<file path="config.mk">
export PLATFORM = sky130hd
export DESIGN_NAME = mmio_uart_tx_flat
export DESIGN_NICKNAME = d
export VERILOG_FILES = /design/src/rtl/mmio_uart_tx_if.sv /design/src/rtl/mmio_uart_tx.sv /design/src/flat_wrapper.sv
export SDC_FILE = /design/constraint.sdc
export NUM_CORES = 1
export LEC_CHECK = 0
export CAP_MARGIN = 40
export CELL_PAD_IN_SITES_DETAIL_PLACEMENT = 0
export CELL_PAD_IN_SITES_GLOBAL_PLACEMENT = 1
export CORE_ASPECT_RATIO = 0.5
export CORE_MARGIN = 4
export CORE_UTILIZATION = 29
export CTS_CLUSTER_SIZE = 10
export DETAILED_ROUTE_END_ITERATION = 10
export PLACE_DENSITY = 0.86
export RECOVER_POWER = 25
export SYNTH_ARGS = -nofsm -noshare
export SYNTH_HDL_FRONTEND = slang
export SYNTH_SLANG_ARGS = --single-unit
export TNS_END_PERCENT = 50
</file>
<file path="constraint.sdc">
create_clock -name clk -period 2.4 [get_ports clk]
set_input_delay 0.36 -clock clk [delete_from_list [all_inputs] [get_ports clk]]
set_output_delay 0.36 -clock clk [all_outputs]
set_load 0.01 [all_outputs]
</file>
<file path="src/rtl/mmio_uart_tx_if.sv">
// Core-side MMIO bus bundle for the UART transmitter: byte address, write data,
// combinational read data and single-cycle read/write strobes.
interface mmio_uart_tx_if;
  logic [31:0] addr_i;
  logic [31:0] data_i;
  logic [31:0] data_o;
  logic        rd_en_i;
  logic        wr_en_i;

  modport master (output addr_i, data_i, rd_en_i, wr_en_i, input data_o);
  modport slave  (input addr_i, data_i, rd_en_i, wr_en_i, output data_o);
endinterface

</file>
<file path="src/rtl/mmio_uart_tx.sv">
// Memory-mapped 8N1 UART transmitter with TXDATA/STATUS/CTRL registers.
// Define MMIO_UART_TX_FIFO_EN for a FIFO_DEPTH-entry TX FIFO; otherwise a single holding register.
module mmio_uart_tx #(
  parameter logic [31:0] BASE_ADDR  = 32'h0000_1000,
  parameter int          CLK_FREQ   = 50_000_000,
  parameter int          BAUD_RATE  = 115_200,
  parameter int          FIFO_DEPTH = 8
) (
  input  logic           clk,
  input  logic           rst_n,
  mmio_uart_tx_if.slave  bus,
  output logic           uart_tx_o
);
  localparam int CLKS_PER_BIT = CLK_FREQ / BAUD_RATE;
  localparam int CNT_W  = (CLKS_PER_BIT > 1) ? $clog2(CLKS_PER_BIT) : 1;
  localparam logic [CNT_W-1:0] CNT_MAX = CNT_W'(CLKS_PER_BIT - 1);
  localparam int PTR_W  = $clog2(FIFO_DEPTH);
  localparam int CNT_FW = PTR_W + 1;

  typedef enum logic [1:0] {IDLE, START, DATA, STOP} state_e;

  state_e            state_q;
  logic [CNT_W-1:0]  cnt_q;
  logic [2:0]        bit_q;
  logic [7:0]        shift_q;
  logic              tx_q;
  logic              ovf_q;

  logic              hit;
  logic [1:0]        sel;
  logic              push_req;
  logic              ctrl_clr;
  logic              full;
  logic              empty;
  logic              pop;
  logic [7:0]        head;
  logic [CNT_FW-1:0] count;
  logic [31:0]       status;
  logic              unused_bits;

  assign hit      = bus.addr_i[31:4] == BASE_ADDR[31:4];
  assign sel      = bus.addr_i[3:2];
  assign push_req = bus.wr_en_i && hit && (sel == 2'd0);
  assign ctrl_clr = bus.wr_en_i && hit && (sel == 2'd2) && bus.data_i[0];
  assign pop      = (state_q == IDLE) && !empty;
  assign unused_bits = ^{bus.addr_i[1:0], bus.data_i[31:8]};

`ifdef MMIO_UART_TX_FIFO_EN
  logic [7:0]        mem_q [FIFO_DEPTH];
  logic [PTR_W-1:0]  wptr_q;
  logic [PTR_W-1:0]  rptr_q;
  logic [CNT_FW-1:0] count_q;
  logic [CNT_FW-1:0] count_d;

  assign full  = count_q == CNT_FW'(FIFO_DEPTH);
  assign empty = count_q == '0;
  assign head  = mem_q[rptr_q];
  assign count = count_q;

  always_comb begin
    count_d = count_q;
    if (push_req && !full) count_d = count_d + CNT_FW'(1);
    if (pop)               count_d = count_d - CNT_FW'(1);
  end

  // Pointers wrap naturally because FIFO_DEPTH is a power of two.
  always_ff @(posedge clk) begin
    if (!rst_n) begin
      wptr_q  <= '0;
      rptr_q  <= '0;
      count_q <= '0;
    end else begin
      if (push_req && !full) begin
        mem_q[wptr_q] <= bus.data_i[7:0];
        wptr_q        <= wptr_q + PTR_W'(1);
      end
      if (pop) rptr_q <= rptr_q + PTR_W'(1);
      count_q <= count_d;
    end
  end
`else
  logic [7:0] hold_q;
  logic       hold_vld_q;

  assign full  = hold_vld_q;
  assign empty = !hold_vld_q;
  assign head  = hold_q;
  assign count = {{(CNT_FW-1){1'b0}}, hold_vld_q};

  always_ff @(posedge clk) begin
    if (!rst_n) begin
      hold_q     <= '0;
      hold_vld_q <= 1'b0;
    end else if (push_req && !full) begin
      hold_q     <= bus.data_i[7:0];
      hold_vld_q <= 1'b1;
    end else if (pop) begin
      hold_vld_q <= 1'b0;
    end
  end
`endif

  // A push against a full buffer is lost even if the transmitter pops this cycle.
  always_ff @(posedge clk) begin
    if (!rst_n)                ovf_q <= 1'b0;
    else if (push_req && full) ovf_q <= 1'b1;
    else if (ctrl_clr)         ovf_q <= 1'b0;
  end

  assign status      = {17'd0, 7'(count), 4'd0, ovf_q, empty, full, state_q != IDLE};
  assign bus.data_o  = (bus.rd_en_i && hit && (sel == 2'd1)) ? status : 32'd0;
  assign uart_tx_o   = tx_q;

  always_ff @(posedge clk) begin
    if (!rst_n) begin
      state_q <= IDLE;
      cnt_q   <= '0;
      bit_q   <= '0;
      shift_q <= '0;
      tx_q    <= 1'b1;
    end else begin
      case (state_q)
        IDLE: begin
          tx_q <= 1'b1;
          if (!empty) begin
            shift_q <= head;
            cnt_q   <= '0;
            state_q <= START;
            tx_q    <= 1'b0;
          end
        end
        START: begin
          if (cnt_q == CNT_MAX) begin
            cnt_q   <= '0;
            bit_q   <= '0;
            state_q <= DATA;
            tx_q    <= shift_q[0];
          end else begin
            cnt_q <= cnt_q + CNT_W'(1);
          end
        end
        DATA: begin
          if (cnt_q == CNT_MAX) begin
            cnt_q   <= '0;
            shift_q <= shift_q >> 1;
            if (bit_q == 3'd7) begin
              state_q <= STOP;
              tx_q    <= 1'b1;
            end else begin
              bit_q <= bit_q + 3'd1;
              tx_q  <= shift_q[1];
            end
          end else begin
            cnt_q <= cnt_q + CNT_W'(1);
          end
        end
        default: begin
          if (cnt_q == CNT_MAX) begin
            cnt_q   <= '0;
            state_q <= IDLE;
          end else begin
            cnt_q <= cnt_q + CNT_W'(1);
          end
        end
      endcase
    end
  end
endmodule

</file>
<file path="src/flat_wrapper.sv">
// flat-port wrapper written by rule: the top's interface ports become plain ports
module mmio_uart_tx_flat 
#(
  parameter logic [31:0] BASE_ADDR  = 32'h0000_1000,
  parameter int          CLK_FREQ   = 50_000_000,
  parameter int          BAUD_RATE  = 115_200,
  parameter int          FIFO_DEPTH = 8
)
  (clk, rst_n, uart_tx_o, bus_addr_i, bus_data_i, bus_rd_en_i, bus_wr_en_i, bus_data_o);
  mmio_uart_tx_if bus_i ();
  input  logic clk;
  input  logic rst_n;
  output logic uart_tx_o;
  input wire logic [$bits(bus_i.addr_i)-1:0] bus_addr_i;
  input wire logic [$bits(bus_i.data_i)-1:0] bus_data_i;
  input wire logic [$bits(bus_i.rd_en_i)-1:0] bus_rd_en_i;
  input wire logic [$bits(bus_i.wr_en_i)-1:0] bus_wr_en_i;
  output wire logic [$bits(bus_i.data_o)-1:0] bus_data_o;
  assign bus_i.addr_i = bus_addr_i;
  assign bus_i.data_i = bus_data_i;
  assign bus_i.rd_en_i = bus_rd_en_i;
  assign bus_i.wr_en_i = bus_wr_en_i;
  assign bus_data_o = bus_i.data_o;
  mmio_uart_tx #(.BASE_ADDR(BASE_ADDR), .CLK_FREQ(CLK_FREQ), .BAUD_RATE(BAUD_RATE), .FIFO_DEPTH(FIFO_DEPTH)) u_core (.clk(clk), .rst_n(rst_n), .bus(bus_i), .uart_tx_o(uart_tx_o));
endmodule
</file>
After elaboration in Yosys (flattened, before gate mapping):

Cells that the tools add are included.
Widths: inputs -> output; s select.

* add/sub/neg operators: 2
* reductions and logical operators: 23
* muxes and demuxes: 26
* equal/unequal tests: 12

Operator list (count)
* $mux 9: 4
* $eq 28x9->1 const B: 1
* $mux 8: 2
* $pmux 8 s2: 1
* $reduce_bool 2->1: 6
* $mux 2: 5
* $add 9x1->9 const B: 1
* $eq 9x9->1 const B: 1
* $logic_and 1x1->1: 9
* $mux 3: 3
* $mux 1: 8
* $ne 2x1->1 const B: 4
* $pmux 2 s3: 1
* $pmux 3 s2: 1
* $reduce_and 3->1: 2
* $reduce_and 5->1: 1
* $eq 2x1->1 const B: 2
* $eq 2x2->1 const B: 2
* $logic_not 2->1: 2
* $reduce_and 4->1: 1
* $add 3x1->3 const B: 1
* $eq 3x3->1 const B: 1
* $pmux 1 s3: 1
* $reduce_bool 3->1: 1
* 2 further kinds: 2

* flip-flop bits (word level): 33
* input bits: 68
* word-level logic and storage cells: 71
* output and inout port bits: 33

Depth between registers and ports, before layout:

Gate-level depths: netlist of the first run.

* depth in word-level cells: 6
* gate-level depth with buffers: 8
* depth with buffers taken out: 6

Worst setup path after synthesis of the first run:

Ideal clock, no wire load.

* path kind: input to output
* start point: in bus_addr_i[10]
* end point: out bus_data_o[8]
* arrival: 1597 ps
* path buffers: 2
* stages: 6
* required time: 2040 ps
* path slack: 443 ps
* cell sequence: nor4b_1 and4_1 buf_2 nand4_1 nor2_1 buf_4

* longest elaborated chain between the ends: 4

Ends and longest elaborated chain
* start: declaration: RTL line flat_wrapper.sv:14 `input wire logic [$bits(bus_i.addr_i)-1:0] bus_addr_i;`
* $eq 28x9->1: RTL line mmio_uart_tx.sv:41 `assign hit = bus.addr_i[31:4] == BASE_ADDR[31:4];`
* $logic_and 1x1->1 (2 in series): RTL line mmio_uart_tx.sv:111 `assign bus.data_o = (bus.rd_en_i && hit && (sel == 2'd1)) ? status : 32'd0;`
* $mux 9: RTL line mmio_uart_tx.sv:111
* end: declaration: RTL line flat_wrapper.sv:18 `output wire logic [$bits(bus_i.data_o)-1:0] bus_data_o;`

No other way between the ends.

Worst setup path in the final report of the first run:

* start point: in bus_addr_i[14]
* end point: out bus_data_o[2]

The elaborated chain is that of the path after synthesis.

==> results.md, run 1 <==
- Least-Margin Pin Slew: about 0.62 ns
- First-pass GRT wire length: 8.58 mm
- IO Pins: 101
- Buffers added on ports: 47
- Asr flop ratio synth: 0
- Max Cap Violations: 0
- Max Clock Skew: just over 0.004 ns
- Synth top area share: 0.310
- RSZ-0062 raised after global routing: yes
- Largest family of logic cells by synthesized area: simple AND/OR/NAND/NOR gates
- Vias per inst: 4.89
- Pwr per Cell Area: 574 nW/um^2
- Worst-skew pair later-pin latency: 0.28 ns
- Share of cells above drive strength 1: 0.122
- Post-DRT Antenna Nets: 0
- Most common cell in the netlist: dfxtp_1
- DRT Pass-1 Iters: 4
- CP required: 2.04 ns
- Clock sink count: 33
- Seq pwr share: 0.385
- Rows: 21
- FMAX: 430 MHz
- Synthesized-area fraction occupied by adder cells: 0.0470
- TritonCTS clock tree: built
- CP endpoint kind: primary output
- Critical path class: primary input to primary output
- Crit path DAT: 1.97 ns
- DR iter-0 viols: 58
- Final wirelength: 5.16 mm
- Antenna cell count: 0
- Synth warn: 0
- H-tree levels: 2
- Initial antenna violation count: 0
- Area grow syn2layout: 32.2%
- Worst slack at placement: -0.308 ns
- Grt ovf: 0
- Final GP Congestion: 0.801
- Core ar.: 6910 sq um
- Min cycle time layout: 2.33 ns
- Residual DRC: 0
- Dominant synthesized flop cell: dfxtp_1
- Die footprint: 8860 sq um
- Compound-Gate Fraction of Synth Area: 0.206
- Post-Synth XOR/XNOR Area: 0
- Combinational share of power: 0.222
- CP startpoint kind: primary input
- Synth cell types: 47
- P_leak: 0.00115 uW
- Mux cell area share after synthesis: 0.0376
- Worst Slack Setup Final: between 0.07 and 0.08 ns
- Status: finished, final reports clean
- GRT Total Usage: 0.119
- CTS clk-pin slew, worst paths: 0.05 ns
- Die H: 68.6 um
- Synth area leader: dfxtp_1
- Cell internal pwr: 1160 uW
- Period Utilization, post-route: 0.969
- Sequential share of the synthesized area: 0.310
- Final HPWL DP: 3.93 mm
- Area of the mapped netlist: between 2000 and 2500 sq um
- R2R depth: 6
- Relative max-transition margin: 0.587
- Post-synth top cells: dfxtp_1 (33), buf_4 (28), nand3_1 (20)
- Post-Synth Simple-Gate Area: 0.254
- Die Wd: 129 um
- Mean routed wirelength per cell: 13.4 um
- CTS max path bufs: 2
- Switching Power: around 450 uW
- EDFF count, synth: 0
- Synth area leaders: dfxtp_1 (31%), buf_4 (9.9%), o211a_1 (5.6%)
- Vias in the first global route: 1,802
- Worst Hold Path Cells: 2
- Crit-path max FO: 4
- Peak supply drop: 0.342 mV
- Largest net degree at the start of global routing: 17
- Avg Synthesized Cell Area: 8.84 sq um
- Mapped Cells: 241
- Clock root cell: clkbuf_16
- Max Slew Vio Count: 0
- Setup Viol. Count Final: 0
- Vias: 1,887
- Clock power frac: 0.394
- Sw Share: 0.279
- Final core utilization: 0.407
- Nets: 370
- Initial Utilization: 0.308
- HP Class: register to register
- Hold Violations, Final: 0
- Register bit count reported by yosys: 33
- CTS Buf Count: 5
==> what timing repair did <==
action,CTS,global route
pin swaps,3,5
hold endpoints to repair,0,0
resized for setup,9,12
gates cloned,0,0
hold buffers,0,0
setup buffers,0,1
setup endpoints to repair,5,5
==> final cells by class <==
cell class / count / area, sq um
fill: 692 / 4100
multi-input combinational: 186 / 1320
sequential: 33 / 661
timing repair buffer: 59 / 543
clock buffer: 6 / 139
tap: 92 / 115
inverter: 9 / 33.8
clock inverter: 1 / 7.51
==> layout by cell type (no fill, tap or decap), types with 2 or more instances in the layout <==
cell | synthesis | routed
clkdlybuf4s50_1 | 0 | 41
clkbuf_16 | 0 | 5
buf_4 | 28 | 12
o21ai_1 | 12 | 11
nand3_1 | 20 | 20
nand4_1 | 6 | 6
nor2_1 | 8 | 7
and3_1 | 2 | 2
a21oi_1 | 2 | 2
nand2b_1 | 5 | 5
a21boi_1 | 12 | 11
inv_1 | 8 | 8
dfxtp_1 | 33 | 33
nor4_4 | 0 | 3
o211a_1 | 12 | 12
ha_1 | 8 | 8
o211ai_1 | 4 | 4
nand2_1 | 9 | 9
and2_1 | 6 | 6
nor4_2 | 3 | 3
o221a_1 | 2 | 2
o22ai_1 | 3 | 3
o21ai_0 | 3 | 4
nor2b_1 | 9 | 9
dlygate4sd2_1 | 0 | 2
conb_1 | 1 | 27
and4_1 | 3 | 2
mux2i_1 | 8 | 8
clkbuf_2 | 0 | 3
==> metal layers <==
metal	up-vias	track usage	wire length, um
met3	10	0.0238	297
met5	-	0	0
met4	0	0.0432	101
li1	927	-	-
met1	891	0.148	2390
met2	59	0.209	2370
==> power by group through the flow <==
stage / logic (uW) / registers [uW] / clock network, uW
6_report: 358 / 622 / 637
3_5_place_dp: 354 / 634 / 0
4_1_cts: 364 / 623 / 644
2_1_floorplan: 267 / 627 / 0
3_3_place_gp: 346 / 630 / 0
5_1_grt: 396 / 627 / 668
==> sequential cells by signal, indices dropped and copies added (netlist names) <==
name and count:
u_core.cnt_q 9, u_core.full 1, u_core.ovf_q 1, u_core.head 8
u_core.bit_q 3, u_core.state_q 2, u_core.shift_q 8, u_core.uart_tx_o 1
==> worst max-delay path, cell delays in order <==
cell and delay (ns):
clkdlybuf4s50_1 0.44, nor4_4 0.31, and4_4 0.27, nand4_1 0.17, nor2_1 0.13, dlygate4sd2_1 0.27
==> through the flow <==
step	TNS, ns	hold WS [ns]	instance area [sq um]	std cells	power, uW
2_1_floorplan	0	0.449	2230	267	894
3_3_place_gp	-1.36	0.458	2630	378	976
3_5_place_dp	-1.39	0.469	2630	378	988
4_1_cts	0	0.478	2790	385	1630
5_1_grt	-0.0887	0.508	2820	386	1690
6_report	0	0.476	2820	386	1620
==> cell families (layout without fill, tap and decap cells) <==
logic type	count (synthesis)	after routing
AND/OR/NAND/NOR	86	86
AO/OA/AOI/OAI	57	57
buffers and inverters	48	75
flip-flops	33	33
adder cells (fa/ha/maj)	8	8
multiplexers	8	8
other	1	27
==> path summary, 6_finish.rpt <==
check / from / endpoint / slack (ns)
worst max-delay path: bus_addr_i[14] / bus_data_o[2] / 0.07
worst min-delay path: u_core.head[7]$_SDFFE_PN0P_ / u_core.head[7]$_SDFFE_PN0P_ / 0.48
worst max register to register: u_core.state_q[0]$_SDFFE_PN0P_ / u_core.shift_q[5]$_SDFFE_PN0P_ / 0.42
worst min register to register: u_core.head[7]$_SDFFE_PN0P_ / u_core.head[7]$_SDFFE_PN0P_ / 0.48
Power figures use the tool's default switching activity.
==> inputs of run 2 (changes only) <==
--- a/config.mk
+++ b/config.mk
@@ -18,4 +18,4 @@
 export SYNTH_ARGS = -nofsm -noshare
 export SYNTH_HDL_FRONTEND = slang
 export SYNTH_SLANG_ARGS = --single-unit
-export TNS_END_PERCENT = 50
+export TNS_END_PERCENT = 30
==> run 2 against run 1 <==
Effect of this change: non-clock buffer count unchanged; fmax increased by 0.89%; cell area about the same; first-iteration DRC count increased by 22%; sequential power about the same; via count increased by 0.74%; clock-buffer cell count unchanged; sequential share of layout area about the same.
==> results.md, run 2 (synthesis results as in run 1) <==
- Status: finished, final reports clean (unchanged)
- Final wirelength: 5.17 mm (was 5.16 mm)
- Bufs and invs on worst path: 2 (unchanged)
- CTS Buf Count: 5 (unchanged)
- CP startpoint kind: primary input (unchanged)
- Antenna cell count: 0 (unchanged)
- CP endpoint kind: primary output (unchanged)
- CP required: 2.04 ns (about the same)
- Top delay family on crit path: simple AND/OR/NAND/NOR gates (unchanged)
- DRT Pass-1 Iters: 4 (unchanged)
- Least-Margin Pin Slew: 0.620 ns (about the same)
- Clock power frac: 0.394 (about the same)
- Share of cells above drive strength 1: 0.119 (was 0.122)
- Die Wd: 129 um (unchanged)
- Max Clock Skew: 0.00397 ns (was 0.00415 ns)
- Vias per inst: 4.92 (was 4.89)
- TritonCTS clock tree: built (unchanged)
- Largest Register: u_core.cnt_q (unchanged)
- Switching Power: 451 uW (was 452 uW)
- Number of stages on the worst setup path: 6 (unchanged)
- Relative max-transition margin: 0.586 (was 0.587)
- P_leak: 0.00116 uW (was 0.00115 uW)
- Sw Share: 0.279 (about the same)
- CTS max path bufs: 2 (unchanged)
- CTS clk-pin slew, worst paths: 0.05 ns (about the same)
- Max Slew Vio Count: 0 (unchanged)
- Final GP Congestion: 0.801 (unchanged)
- Worst Hold Path Cells: 2 (unchanged)
- Period Utilization, post-route: 0.961 (was 0.969)
- DP Cell Count: 378 (unchanged)
- DR iter-0 viols: 71 (was 58)
- FMAX: 434 MHz (was 430 MHz)
- Initial antenna violation count: 0 (unchanged)
- HP Class: register to register (unchanged)
- R2R depth: 6 (unchanged)
- Critical path class: primary input to primary output (unchanged)
- Vias in the first global route: 1,802 (unchanged)
- Hold Violations, Final: 0 (unchanged)
- Mean routed wirelength per cell: 13.4 um (about the same)
- Seq pwr share: 0.385 (about the same)
- Max reg flops: 9 (unchanged)
- Min cycle time layout: 2.31 ns (was 2.33 ns)
- Post-DRT Antenna Nets: 0 (unchanged)
- Max Cap Violations: 0 (unchanged)
- Buffers added on ports: 47 (unchanged)
- Final HPWL DP: 3.93 mm (unchanged)
- Grt ovf: 0 (unchanged)
- Area grow syn2layout: 32.3% (was 32.2%)
- Cell internal pwr: 1160 uW (about the same)
- H-tree levels: 2 (unchanged)
- Largest net degree at the start of global routing: 17 (unchanged)
- RSZ-0062 raised after global routing: no (was yes)
- Residual DRC: 0 (unchanged)
- Crit-path max FO: 3 (was 4)
- Most common cell after layout, fill and taps aside: clkdlybuf4s50_1 (unchanged)
- Worst Slack Setup Final: 0.0939 ns (was 0.0735 ns)
- R2R setup slack: 0.42 ns (about the same)
- Die footprint: 8860 sq um (unchanged)
- Initial Utilization: 0.308 (unchanged)
- Fin cells: 386 (unchanged)
- Crit path DAT: 1.95 ns (was 1.97 ns)
- Core ar.: 6910 sq um (unchanged)
- Rows: 21 (unchanged)
- Max stage delay on crit path: 0.44 ns (about the same)
- Fin Setup TNS: 0 ns (unchanged)
- Worst-skew pair later-pin latency: 0.27 ns (was 0.28 ns)
- Combinational share of power: 0.221 (was 0.222)
- Clock root cell: clkbuf_16 (unchanged)
- Pwr per Cell Area: 574 nW/um^2 (about the same)
- Die H: 68.6 um (unchanged)
- Worst slack at placement: -0.308 ns (unchanged)
- Peak supply drop: 0.342 mV (about the same)
- IO Pins: 101 (unchanged)
- Vias: 1,901 (was 1,887)
- Most frequent cells in the layout: clkdlybuf4s50_1 (41), dfxtp_1 (33), conb_1 (27) (unchanged)
- GRT Total Usage: 0.119 (unchanged)
- Nets: 370 (unchanged)
- CP max-delay cell: clkdlybuf4s50_1 (unchanged)
- Worst path cell trace: clkdlybuf4s50_1 -> nor4_4 -> and4_4 -> nand4_1 -> nor2_1 -> dlygate4sd2_1 (unchanged)
- Setup Viol. Count Final: 0 (unchanged)
- Hold buffer count at cts: 0 (unchanged)
- Clock sink count: 33 (unchanged)
- First-pass GRT wire length: 8.58 mm (unchanged)
-- run 2: cell count changes in the layout (fill, tap and decap cells not counted), sizes merged --
| cell | before | now |
|---|---|---|
| dlymetal6s2s | 0 | 1 |
| dlygate4sd2 | 2 | 1 |
-- run 2: metrics by stage --
step / util / area [sq um] / hold WS [ns] / power (uW)
after CTS: 0.404 / 2790 / 0.478 / 1630
after global routing: 0.408 / 2820 / 0.508 / 1690
final: 0.408 / 2820 / 0.476 / 1620
after global placement: 0.380 / 2630 / 0.458 / 976
after floorplan: - / 2230 / 0.449 / 894
after detailed placement: 0.380 / 2630 / 0.469 / 988
-- run 2: power groups by stage --
stage | combinational [uW] | sequential (uW) | clock, uW
after detailed placement | 354 | 634 | 0
final | 358 | 622 | 636
after CTS | 364 | 623 | 644
after global routing | 395 | 627 | 668
after global placement | 346 | 630 | 0
after floorplan | 267 | 627 | 0
-- run 2: metal layers --
metal	track usage	routed length (um)
met5	0	0
met4	0.0432	101
met3	0.0238	308
met2	0.209	2400
met1	0.148	2360
-- run 2: final timing paths --
kind,start,endpoint
max,bus_addr_i[14],bus_data_o[3]
min,u_core.head[7]$_SDFFE_PN0P_,u_core.head[7]$_SDFFE_PN0P_
max reg2reg,u_core.state_q[0]$_SDFFE_PN0P_,u_core.shift_q[5]$_SDFFE_PN0P_
min reg2reg,u_core.head[7]$_SDFFE_PN0P_,u_core.head[7]$_SDFFE_PN0P_
-- run 2: worst reg2reg max path, stage by stage (launching register included) --
cell     delay (ns)
dfxtp_1        0.38
inv_1          0.08
ha_1           0.31
nor2b_1        0.18
a31o_1         0.30
and2_0         0.33
o211a_1        0.28
-- run 2: what timing repair did --
item                                    in CTS  in global routing
cloned                                       0                  0
buffers inserted                             0                  1
resized for setup                            8                 12
pin swaps                                    2                  4
endpoints found under the hold margin        0                  0
endpoints found under the setup margin       5                  5
-- run 2: final cells by class --
class	count	area, sq um
clock buffer	6	139
clock inverter	1	7.51
fill	692	4090
inverter	9	33.8
multi-input combinational	186	1310
sequential	33	661
tap	92	115
timing repair buffer	59	547
==> inputs of run 3 (changes only) <==
--- a/config.mk
+++ b/config.mk
@@ -11,7 +11,6 @@
 export CORE_ASPECT_RATIO = 0.5
 export CORE_MARGIN = 4
 export CORE_UTILIZATION = 29
-export CTS_CLUSTER_SIZE = 10
 export DETAILED_ROUTE_END_ITERATION = 10
 export PLACE_DENSITY = 0.86
 export RECOVER_POWER = 25
==> results of run 3 <==
Final layout, timing and power as in run 2 (identical DEF).
